### src/rtl/instr_prefetch_queue.sv
// instr_prefetch_queue: fetch PC tracker, single-outstanding memory requester and instruction FIFO with redirect flush
module instr_prefetch_queue #(
  parameter int          DEPTH    = 4,
  parameter logic [31:0] RESET_PC = 32'h0000_0000
) (
  input  logic                       clk_i,
  input  logic                       rst_i,
  output logic                       mem_req_o,
  output logic [31:0]                mem_addr_o,
  input  logic                       mem_ack_i,
  input  logic [31:0]                mem_data_i,
  input  logic                       redirect_i,
  input  logic [31:0]                redirect_pc_i,
  output logic                       instr_valid_o,
  output logic [31:0]                instr_o,
  output logic [31:0]                instr_pc_o,
  input  logic                       instr_ready_i,
  output logic [$clog2(DEPTH+1)-1:0] count_o
);
  localparam int AW = $clog2(DEPTH);
  localparam int CW = $clog2(DEPTH + 1);
  typedef enum logic [1:0] {IDLE, REQ, DROP} state_t;
  state_t          state_q, state_d;
  logic [31:0]     fetch_pc_q, fetch_pc_d, addr_q, addr_d;
  logic            req_q, req_d;
  logic [AW-1:0]   head_q, head_d, tail_q, tail_d;
  logic [CW-1:0]   count_q, count_d;
  logic [31:0]     data_mem [DEPTH];
  logic [31:0]     pc_mem [DEPTH];
  logic            ack, pop, push, issue;
  assign mem_req_o     = req_q;
  assign mem_addr_o    = addr_q;
  assign count_o       = count_q;
  assign instr_valid_o = count_q != '0;
  assign instr_o       = instr_valid_o ? data_mem[head_q] : '0;
  assign instr_pc_o    = instr_valid_o ? pc_mem[head_q] : '0;
  // A new request may start only once the previous one is acked (or none is pending),
  // and only if the slot it will fill is already free after this cycle's push/pop.
  always_comb begin
    ack        = mem_ack_i && req_q;
    pop        = instr_valid_o && instr_ready_i;
    push       = ack && state_q == REQ && !redirect_i;
    count_d    = redirect_i ? '0 : count_q + CW'(push) - CW'(pop);
    head_d     = redirect_i ? '0 : head_q + AW'(pop);
    tail_d     = redirect_i ? '0 : tail_q + AW'(push);
    fetch_pc_d = redirect_i ? {redirect_pc_i[31:2], 2'b00}
               : (ack && state_q == REQ) ? addr_q + 32'd4 : fetch_pc_q;
    issue      = (state_q == IDLE || ack) && count_d < CW'(DEPTH);
    state_d    = issue ? REQ
               : (state_q == IDLE || ack) ? IDLE
               : redirect_i ? DROP : state_q;
    req_d      = state_d != IDLE;
    addr_d     = issue ? fetch_pc_d : addr_q;
  end
  always_ff @(posedge clk_i or posedge rst_i) begin
    if (rst_i) begin
      state_q    <= IDLE;
      fetch_pc_q <= RESET_PC;
      addr_q     <= '0;
      req_q      <= 1'b0;
      head_q     <= '0;
      tail_q     <= '0;
      count_q    <= '0;
    end else begin
      state_q    <= state_d;
      fetch_pc_q <= fetch_pc_d;
      addr_q     <= addr_d;
      req_q      <= req_d;
      head_q     <= head_d;
      tail_q     <= tail_d;
      count_q    <= count_d;
    end
  end
  always_ff @(posedge clk_i) begin
    if (push) begin
      data_mem[tail_q] <= mem_data_i;
      pc_mem[tail_q]   <= addr_q;
    end
  end
endmodule

### config.mk
export PLATFORM = sky130hd
export DESIGN_NAME = instr_prefetch_queue
export DESIGN_NICKNAME = d
export VERILOG_FILES = /design/src/rtl/instr_prefetch_queue.sv
export SDC_FILE = /design/constraint.sdc
export NUM_CORES = 1
export LEC_CHECK = 0
export ABC_CLOCK_PERIOD_IN_PS = 8850
export CORE_ASPECT_RATIO = 0.6
export CORE_MARGIN = 2
export CORE_UTILIZATION = 55
export DETAILED_ROUTE_END_ITERATION = 16
export GPL_TIMING_DRIVEN = 0
export PLACE_DENSITY = 0.84
export SYNTH_ARGS = -nofsm -noshare
export SYNTH_HDL_FRONTEND = slang
export SYNTH_SLANG_ARGS = --single-unit
### constraint.sdc
create_clock -name clk_i -period 8.85 [get_ports clk_i]
set_input_delay 1.3275 -clock clk_i [delete_from_list [all_inputs] [get_ports clk_i]]
set_output_delay 1.3275 -clock clk_i [all_outputs]
set_load 0.02 [all_outputs]
# Word level (Yosys, flattened, before mapping)
# Memories as Yosys holds them, arrays and structs flattened.
# Cells that the tools add are included.
# Widths: inputs -> output; s select.
# classes
magnitude_cmp	1
add_sub_neg	5
mux	12
eq_ne	1
n_reduce_logical	10
# op_table
op	count
$mux 32	4
$add 32x3->32 const B	1
$mux 2	5
$logic_and 1x1->1	5
$add 2x1->2	2
$add 3x1->3	1
$lt 3x3->1 const B	1
$mux 3	1
$reduce_bool 3->1	1
$sub 3x1->3	1
$eq 2x1->1 const B	1
$logic_not 2->1	1
$mux 1	2
$reduce_bool 2->1	1
$logic_not 1->1	1
$logic_or 1x1->1	1
# totals
ff_bits	74
ram_bits	256
mem_count	2
# memory_table
name	words	word_bits	rd	rd_clocked_by_memory_dff	write_ports	line_no	rtl
data_mem	4	32	1	0	1	28	logic [31:0] data_mem [DEPTH];
pc_mem	4	32	1	0	1	29	logic [31:0] pc_mem [DEPTH];

# Longest topological paths before layout
# Gate-level depths: netlist of the first run.
# logic_depth
ltp_word	10
mapped_depth	15

# Least setup slack after synthesis of the first run
# OpenSTA, ideal clock, no wires.
# synth_timing
path_kind	input to register
start	in mem_ack_i
end	mem data_mem[1][0], enable pin
path_slack_ns	1.523
t_arrival_ns	6.749
t_required_ns	8.272
path_buffers	2
stages	5
setup_ns	0.578
cell_sequence	and4b_1 > buf_2 > nand2_1 > clkbuf_1 > nor3b_1
# synth_via
elab_chain_cells	5
# synth_rtl
element	line_no	rtl
start: declaration	10	input logic mem_ack_i,
$logic_and 1x1->1	40	ack = mem_ack_i && req_q;
$logic_and 1x1->1 (2 in series)	42	push = ack && state_q == REQ && !redirect_i;
$mux 1	75	if (push) begin
$mux 1 (implied by the code)	76	data_mem[tail_q] <= mem_data_i;
end: declaration	28	
# No other way between the ends.

# Final worst setup path of the first run
# layout_timing
start	in mem_ack_i
end	reg addr_q[18], in the netlist mem_addr_o[18]
# layout_via
elab_chain_cells	8
word_cells_on_any_way	11
# layout_rtl
element	line_no	rtl
$logic_and 1x1->1 *	40	
$logic_and 1x1->1	42, 47	
$logic_and 1x1->1	42	
$add 3x1->3	43	count_d = redirect_i ? '0 : count_q + CW'(push) - CW'(pop);
$sub 3x1->3	43	
$mux 3	43	
$lt 3x3->1	48	issue = (state_q == IDLE || ack) && count_d < CW'(DEPTH);
$logic_and 1x1->1	48	
end signal: assignment	67	addr_q <= addr_d;
end: declaration	24	logic [31:0] fetch_pc_q, fetch_pc_d, addr_q, addr_d;
# Every way passes the cells marked *; elsewhere a longest branch is shown, timed or not.
# A chain may end at the register's enable or synchronous reset.

==> impl_metrics.py, run 1 <==
metrics = {
    "setup_path": {
        "worstPathMaxFanout": 10,
        "worstPathArrival_ns": 5.72,
        "critPathKind": "input pin to flip-flop",
        "reg2reg_slack_ns": 4.40,
        "crit-reg2reg-launch": "mem_req_o",
        "max_stage_delay_ns": 0.61,
        "critical_path.top_delay_family": "buffers and inverters",
        "startpoint_type": "input pin",
        "worst_path_max_delay_cell": "clkbuf_1",
        "required_ns": 9.26,
        "critPathBufInv": 6,
        "ff2ff_path_depth": 14,
        "r2r_end": "mem_addr_o[18]",
        "crit_chain": "clkdlybuf4s50_1 > and4b_1 > buf_2 > nand2_1 > clkbuf_1 > ha_1 > inv_1 > ha_1 > inv_1 > fa_1 > xor3_1 > a21boi_1 > clkbuf_1 > o21ai_0 > o2bb2ai_1",
        "end_kind": "flip-flop",
    },
    "final_layout": {
        "area_growth_pct": 24.00,
        "fillers": 1575,
        "fin_area_sq_mm": 0.01696,
        "drive_gt1_share_pct": 15.27,
        "nNetsFinal": 1127,
    },
    "detailed_routing": {
        "vias_per_cell": 6.027,
        "ant_nets": 0,
        "num_vias": 8420,
        "drt_iter0_drc": 871,
        "routed_wl_mm": 32.52,
        "first_pass_iters": 6,
        "wl_per_cell_microns": 23.28,
        "drc_errors": 0,
    },
    "yosys": {
        "synthSimpleGateAreaFrac_pct": 8.853,
        "ys_top_cells_by_area": "edfxtp_1 56%, dfrtp_1 14%, mux4_2 11%, and2_1 3.2%, nand2_1 1.5%",
        "syn_inst": 837,
        "syn_area_sq_mm": 0.01368,
        "synth_most_common_cell": "edfxtp_1",
        "yosysUniqueCellTypes": 59,
        "synth-xor-area-share_pct": 1.774,
        "avgSynthCellArea_sq_um": 16.34,
        "muxShareOfSynthArea_pct": 11.66,
        "synth_adder_area_share_pct": 0.6036,
        "ys_seq_elements": 330,
        "synth_top_family_by_area": "multiplexers",
        "syn_nets": 912,
        "yosysTopAreaCell": "edfxtp_1",
        "synthTopCellsByCount": "256 x edfxtp_1, 74 x dfrtp_1, 70 x and2_1",
        "yosysSeqAreaShare_pct": 69.73,
        "synth_compound_area_share_pct": 5.689,
        "async_flop_share_pct": 22.42,
        "yosysTopAreaCellShare_pct": 56.19,
        "synth-edff-count": 256,
        "yosys_warnings": 0,
        "ys.flop_type": "edfxtp_1",
    },
    "power": {
        "ir_worst_vdd_mv": 0.1902,
        "power_leakage_uw": 0.005953,
        "power_uw": 5448,
        "power_density_mw_per_mm2": 321.2,
    },
    "hold_path": {
        "min_to": "fetch_pc_q[12]",
        "min_path_cells": 2,
        "hold_class": "flip-flop to flip-flop",
        "hold_path.startpoint": "fetch_pc_q[12]",
    },
    "run_status": {
        "status": "finished, final reports clean",
    },
    "clock_network": {
        "holdBufCountCts": 0,
        "htreeDepth": 1,
        "cts_resized": 0,
        "cts_sinks": 330,
        "clkTransAtPathRegs_ns": 0.07,
        "ctsRootBufferMaster": "clkbuf_16",
        "clockBufferDepth": 3,
        "cts_tree": "done",
        "cts_buffers": 29,
        "cts_setup_buffers": 0,
        "worstSkewPairLatency_ns": 0.55,
    },
    "die": {
        "fp.dieH_microns": 126.2,
        "dieWidth_microns": 207.6,
        "rows": 44,
        "start_util_pct": 56.35,
        "core_region_area_sq_mm": 0.02428,
        "die_area_sq_mm": 0.02619,
        "io_pins": 170,
    },
    "sta": {
        "finalSetupViolCount": 0,
        "worst_hold_slack_ns": 0.5289,
        "rsz0062_at_grt": "no",
        "fin_setup_tns_ns": 0,
        "hold_violations": 0,
        "finalCritPeriodShare_pct": 60.07,
        "maxSlewViolCount": 0,
        "relSlewSlack_pct": 42.21,
        "worstMarginPinSlew_ns": 0.8647,
        "max_freq_mhz": 188.1,
        "layout_min_cycle_time_ns": 5.316,
        "fin_ws_ns": 3.534,
        "clock_skew_ns": 0.01760,
    },
    "placement": {
        "placed_area_sq_mm": 0.01602,
        "numPortBuffers": 166,
        "hpwl_mm": 21.62,
        "gp_congestion": 0.8326,
        "dp_slack_ns": 3.093,
    },
    "job": {
        "maxCapViolations": 0,
    },
    "global_routing": {
        "grt_pass1_wl_mm": 50.09,
        "grt_start_max_net_pins": 40,
        "grt_overflow": 0,
        "grt_usage_pct": 24.88,
        "antenna_found_initial": 1,
        "grt_pass1_vias": 8616,
    },
}
## final cells by class
class                   instances  area, sq um  area share [%]
clock inverters                13        145.1          0.8556
flip-flops and latches        330         9539           56.23
plain buffers                  47        201.4           1.187
repair buffers                184         1911           11.26
clock buffers                  40        797.0           4.698
diodes                          1        2.502         0.01475
inverters                       8        32.53          0.1918
multi-input cells             452         3933           23.18
well taps                     322        402.9           2.375
## worst reg2reg max path, stage by stage (launching register included)
cell,delay (ns)
dfrtp_1,0.44
and4b_1,0.20
buf_2,0.18
nand2_1,0.31
clkbuf_1,0.61
ha_1,0.37
inv_1,0.06
ha_1,0.14
inv_1,0.05
fa_1,0.36
xor3_1,0.21
a21boi_1,0.47
clkbuf_1,0.53
o21ai_0,0.23
o2bb2ai_1,0.17
## cell usage in the layout, fill, tap and decap left out, drive strengths merged, types with 6 or more instances in the layout
master / n
a21o: 11
a21oi: 37
a31oi: 8
and2: 70
and3: 9
and4: 6
buf: 40
clkbuf: 65
clkdlybuf4s50: 166
clkinv: 8
dfrtp: 74
edfxtp: 256
inv: 9
mux2: 11
mux4: 64
nand2: 56
nand3: 9
nand4: 10
nor2: 33
o21ai: 42
o2bb2ai: 8
xnor2: 11
xor2: 14
## worst max path at each step
stage | endpoint | cells past startpoint | slack [ns] | from
CTS | mem_addr_o[18] | 15 | 3.67 | mem_ack_i
global route | mem_addr_o[15] | 16 | 3.41 | mem_ack_i
finish | mem_addr_o[18] | 15 | 3.53 | mem_ack_i
global placement | data_mem[1][13] | 6 | -2.90 | mem_ack_i
detailed placement | mem_addr_o[18] | 15 | 3.09 | mem_ack_i
floorplan | data_mem[1][0] | 5 | 1.52 | mem_ack_i
## state kept, by name (all words and copies together) (netlist names)
signal      cells
pc_mem        128
state_q         2
tail_q          2
fetch_pc_q     32
mem_req_o       1
count_o         3
data_mem      128
head_q          2
mem_addr_o     32
## metrics by stage
| stage | instances | utilization [%] |
|---|---|---|
| final | 1397 | 69.87 |
| after global routing | 1396 | 69.86 |
| after CTS | 1396 | 69.86 |
| after detailed placement | 1343 | 65.98 |
| after global placement | 1325 | 64.85 |
| after floorplan | 837 | - |
## kinds of logic (layout without fill, tap and decap cells)
| kind of cell | Yosys count | after routing |
|---|---|---|
| flops | 330 | 330 |
| simple gates | 215 | 215 |
| compound gates | 127 | 127 |
| mux | 78 | 78 |
| buf+inv | 55 | 292 |
| xor+xnor | 26 | 26 |
| fa+ha+maj | 6 | 6 |
| other cells | 0 | 1 |
## routing by layer
metal	vias to the layer above	part of all wire [%]	global-route usage (%)
met4	0	2.1	5.841
li1	3652	-	-
met3	65	9.1	5.112
met5	-	0	0
met2	441	46	38.12
met1	4262	43	37.40
## power by group
| group | internal (uW) | switching [uW] | total, uW |
|---|---|---|---|
| clock network | 717 | 547 | 1260 |
| logic | 944 | 1070 | 2010 |
| registers | 1920 | 249 | 2170 |
Power figures use the tool's default switching activity.
==> run 2, diff against run 1 <==
--- a/config.mk
+++ b/config.mk
@@ -5,7 +5,7 @@
 export SDC_FILE = /design/constraint.sdc
 export NUM_CORES = 1
 export LEC_CHECK = 0
-export ABC_CLOCK_PERIOD_IN_PS = 8850
+export ABC_CLOCK_PERIOD_IN_PS = 5100
 export CORE_ASPECT_RATIO = 0.6
 export CORE_MARGIN = 2
 export CORE_UTILIZATION = 55
==> constraint.sdc (replaced) <==
create_clock -name clk_i -period 5.1 [get_ports clk_i]
set_input_delay 0.765 -clock clk_i [delete_from_list [all_inputs] [get_ports clk_i]]
set_output_delay 0.765 -clock clk_i [all_outputs]
set_load 0.02 [all_outputs]
==> run 2 against run 1 <==
Cell count fell by 0.43%. Critical path type unchanged. Register-to-register slack got worse by 3.8 ns. Largest cell class unchanged. Global-route usage is 0.40 points higher. Die area did not move. Total power grew 77%. Critical path depth did not move. Via count up 0.48%. Largest power group unchanged. Clock power grew 86%.
==> impl_metrics.py, run 2 (synthesized netlist as in run 1, its figures left out) <==
metrics = {
    "run_status": {
        "status": "finished, final reports clean",
    },
    "final_layout": {
        "drive_gt1_share_pct": 15.34,
        "utilization_pct": 70.31,
        "seq_area_sq_mm": 0.009539,
        "fin_area_sq_mm": 0.01707,
        "final_cell_mix": "256 x edfxtp_1, 166 x clkdlybuf4s50_1, 74 x dfrtp_1",
        "area_growth_pct": 24.77,
        "antenna_cells": 0,
        "top_regs": "data_mem (128), pc_mem (128)",
        "fillers": 1553,
        "layout_commonest_cell": "edfxtp_1",
        "multi_input_area_sq_mm": 0.003945,
        "nNetsFinal": 1121,
    },
    "setup_path": {
        "worstSetupStartpoint": "mem_ack_i",
        "end_kind": "flip-flop",
        "required_ns": 5.52,
        "startpoint_type": "input pin",
        "worstPathMaxFanout": 10,
        "crit-reg2reg-launch": "mem_req_o",
        "critPathKind": "input pin to flip-flop",
        "worstPathArrival_ns": 5.22,
    },
    "sta": {
        "relSlewSlack_pct": 25.52,
        "finalCritPeriodShare_pct": 94.28,
        "maxSlewViolCount": 0,
        "worstMarginPinSlew_ns": 1.116,
        "fin_ws_ns": 0.2918,
        "hold_violations": 0,
        "rsz0062_at_grt": "no",
        "max_freq_mhz": 208.0,
        "layout_min_cycle_time_ns": 4.808,
        "finalSetupViolCount": 0,
        "clock_skew_ns": 0.009440,
        "fin_setup_tns_ns": 0,
    },
    "global_routing": {
        "grt_pass1_vias": 8653,
        "grt_overflow": 0,
        "grt_usage_pct": 25.28,
        "grt_start_max_net_pins": 53,
        "grt_pass1_wl_mm": 50.71,
        "antenna_found_initial": 0,
    },
    "power": {
        "power_uw": 9619,
        "ir_worst_vdd_mv": 0.4057,
        "power_leakage_uw": 0.005978,
        "power_density_mw_per_mm2": 563.6,
    },
    "detailed_routing": {
        "routed_wl_mm": 32.47,
        "drt_iter0_drc": 893,
        "first_pass_iters": 5,
        "wl_per_cell_microns": 23.34,
        "ant_nets": 0,
        "drc_errors": 0,
        "num_vias": 8460,
        "vias_per_cell": 6.082,
    },
    "placement": {
        "numPortBuffers": 166,
        "hpwl_mm": 21.34,
        "dp_slack_ns": -0.1085,
        "placed_area_sq_mm": 0.01606,
        "gp_congestion": 0.8408,
    },
    "hold_path": {
        "hold_class": "input pin to async pin",
    },
    "clock_network": {
        "cts_sinks": 330,
        "clkTransAtPathRegs_ns": 0.07,
        "cts_resized": 0,
        "htreeDepth": 1,
        "holdBufCountCts": 0,
        "cts_buffers": 29,
        "clockBufferDepth": 3,
        "cts_setup_buffers": 0,
        "ctsRootBufferMaster": "clkbuf_16",
        "worstSkewPairLatency_ns": 0.56,
        "cts_tree": "done",
    },
    "die": {
        "dieWidth_microns": 207.6,
        "start_util_pct": 56.35,
        "rows": 44,
        "die_area_sq_mm": 0.02619,
        "core_region_area_sq_mm": 0.02428,
        "fp.dieH_microns": 126.2,
        "io_pins": 170,
    },
    "job": {
        "maxCapViolations": 0,
    },
}
-- run 2: worst paths after layout --
path | end | slack (ns) | cells past startpoint
worst max-delay path | mem_addr_o[21] | 0.29 | 15
worst min-delay path | fetch_pc_q[4] | 0.53 | 2
worst max register to register | mem_addr_o[21] | 0.57 | 14
worst min register to register | fetch_pc_q[1] | 0.53 | 2
max in group asynchronous | mem_addr_o[23] | 3.97 | 3
min in group clk_i | fetch_pc_q[1] | 0.53 | 2
-- run 2: area by class of cell --
class                           instances  area share, %
Sequential cell                       330          55.89
Multi-Input combinational cell        452          23.11
Buffer                                 47          1.180
Timing Repair Buffer                  178          11.36
Tap cell                              322          2.360
Inverter                                8         0.1906
Clock inverter                         19          1.525
Clock buffer                           35          4.384
-- run 2: power breakdown --
group | switching, uW | total [uW] | internal (uW)
sequential | 436 | 3770 | 3340
clock | 979 | 2340 | 1360
combinational | 1860 | 3510 | 1650
-- run 2: critical path: stages --
cell and delay, ns:
clkdlybuf4s50_1 0.48, and4b_1 0.23, buf_2 0.18, nand2_1 0.32, clkbuf_1 0.63, ha_1 0.37
inv_1 0.06, ha_1 0.13, inv_1 0.05, fa_1 0.38, xor3_1 0.21, a21boi_1 0.44
clkbuf_1 0.52, o21ai_0 0.26, o2bb2ai_1 0.18
-- run 2: routing by layer --
metal / GRT usage [%] / wire length, microns / part of all wire (%) / vias up
met5: 0 / 0 / 0 / -
met4: 5.924 / 666 / 2.1 / 0
met3: 5.486 / 2970 / 9.1 / 56
met2: 38.24 / 14840 / 46 / 467
met1: 38.21 / 14000 / 43 / 4288
li1: - / - / - / 3649
-- run 2: stage by stage --
step | hold WS (ns) | cells
2_1_floorplan | 0.4732 | 837
3_3_place_gp | 0.4937 | 1325
3_5_place_dp | 0.5069 | 1337
4_1_cts | 0.5217 | 1391
5_1_grt | 0.5498 | 1391
6_report | 0.5287 | 1391
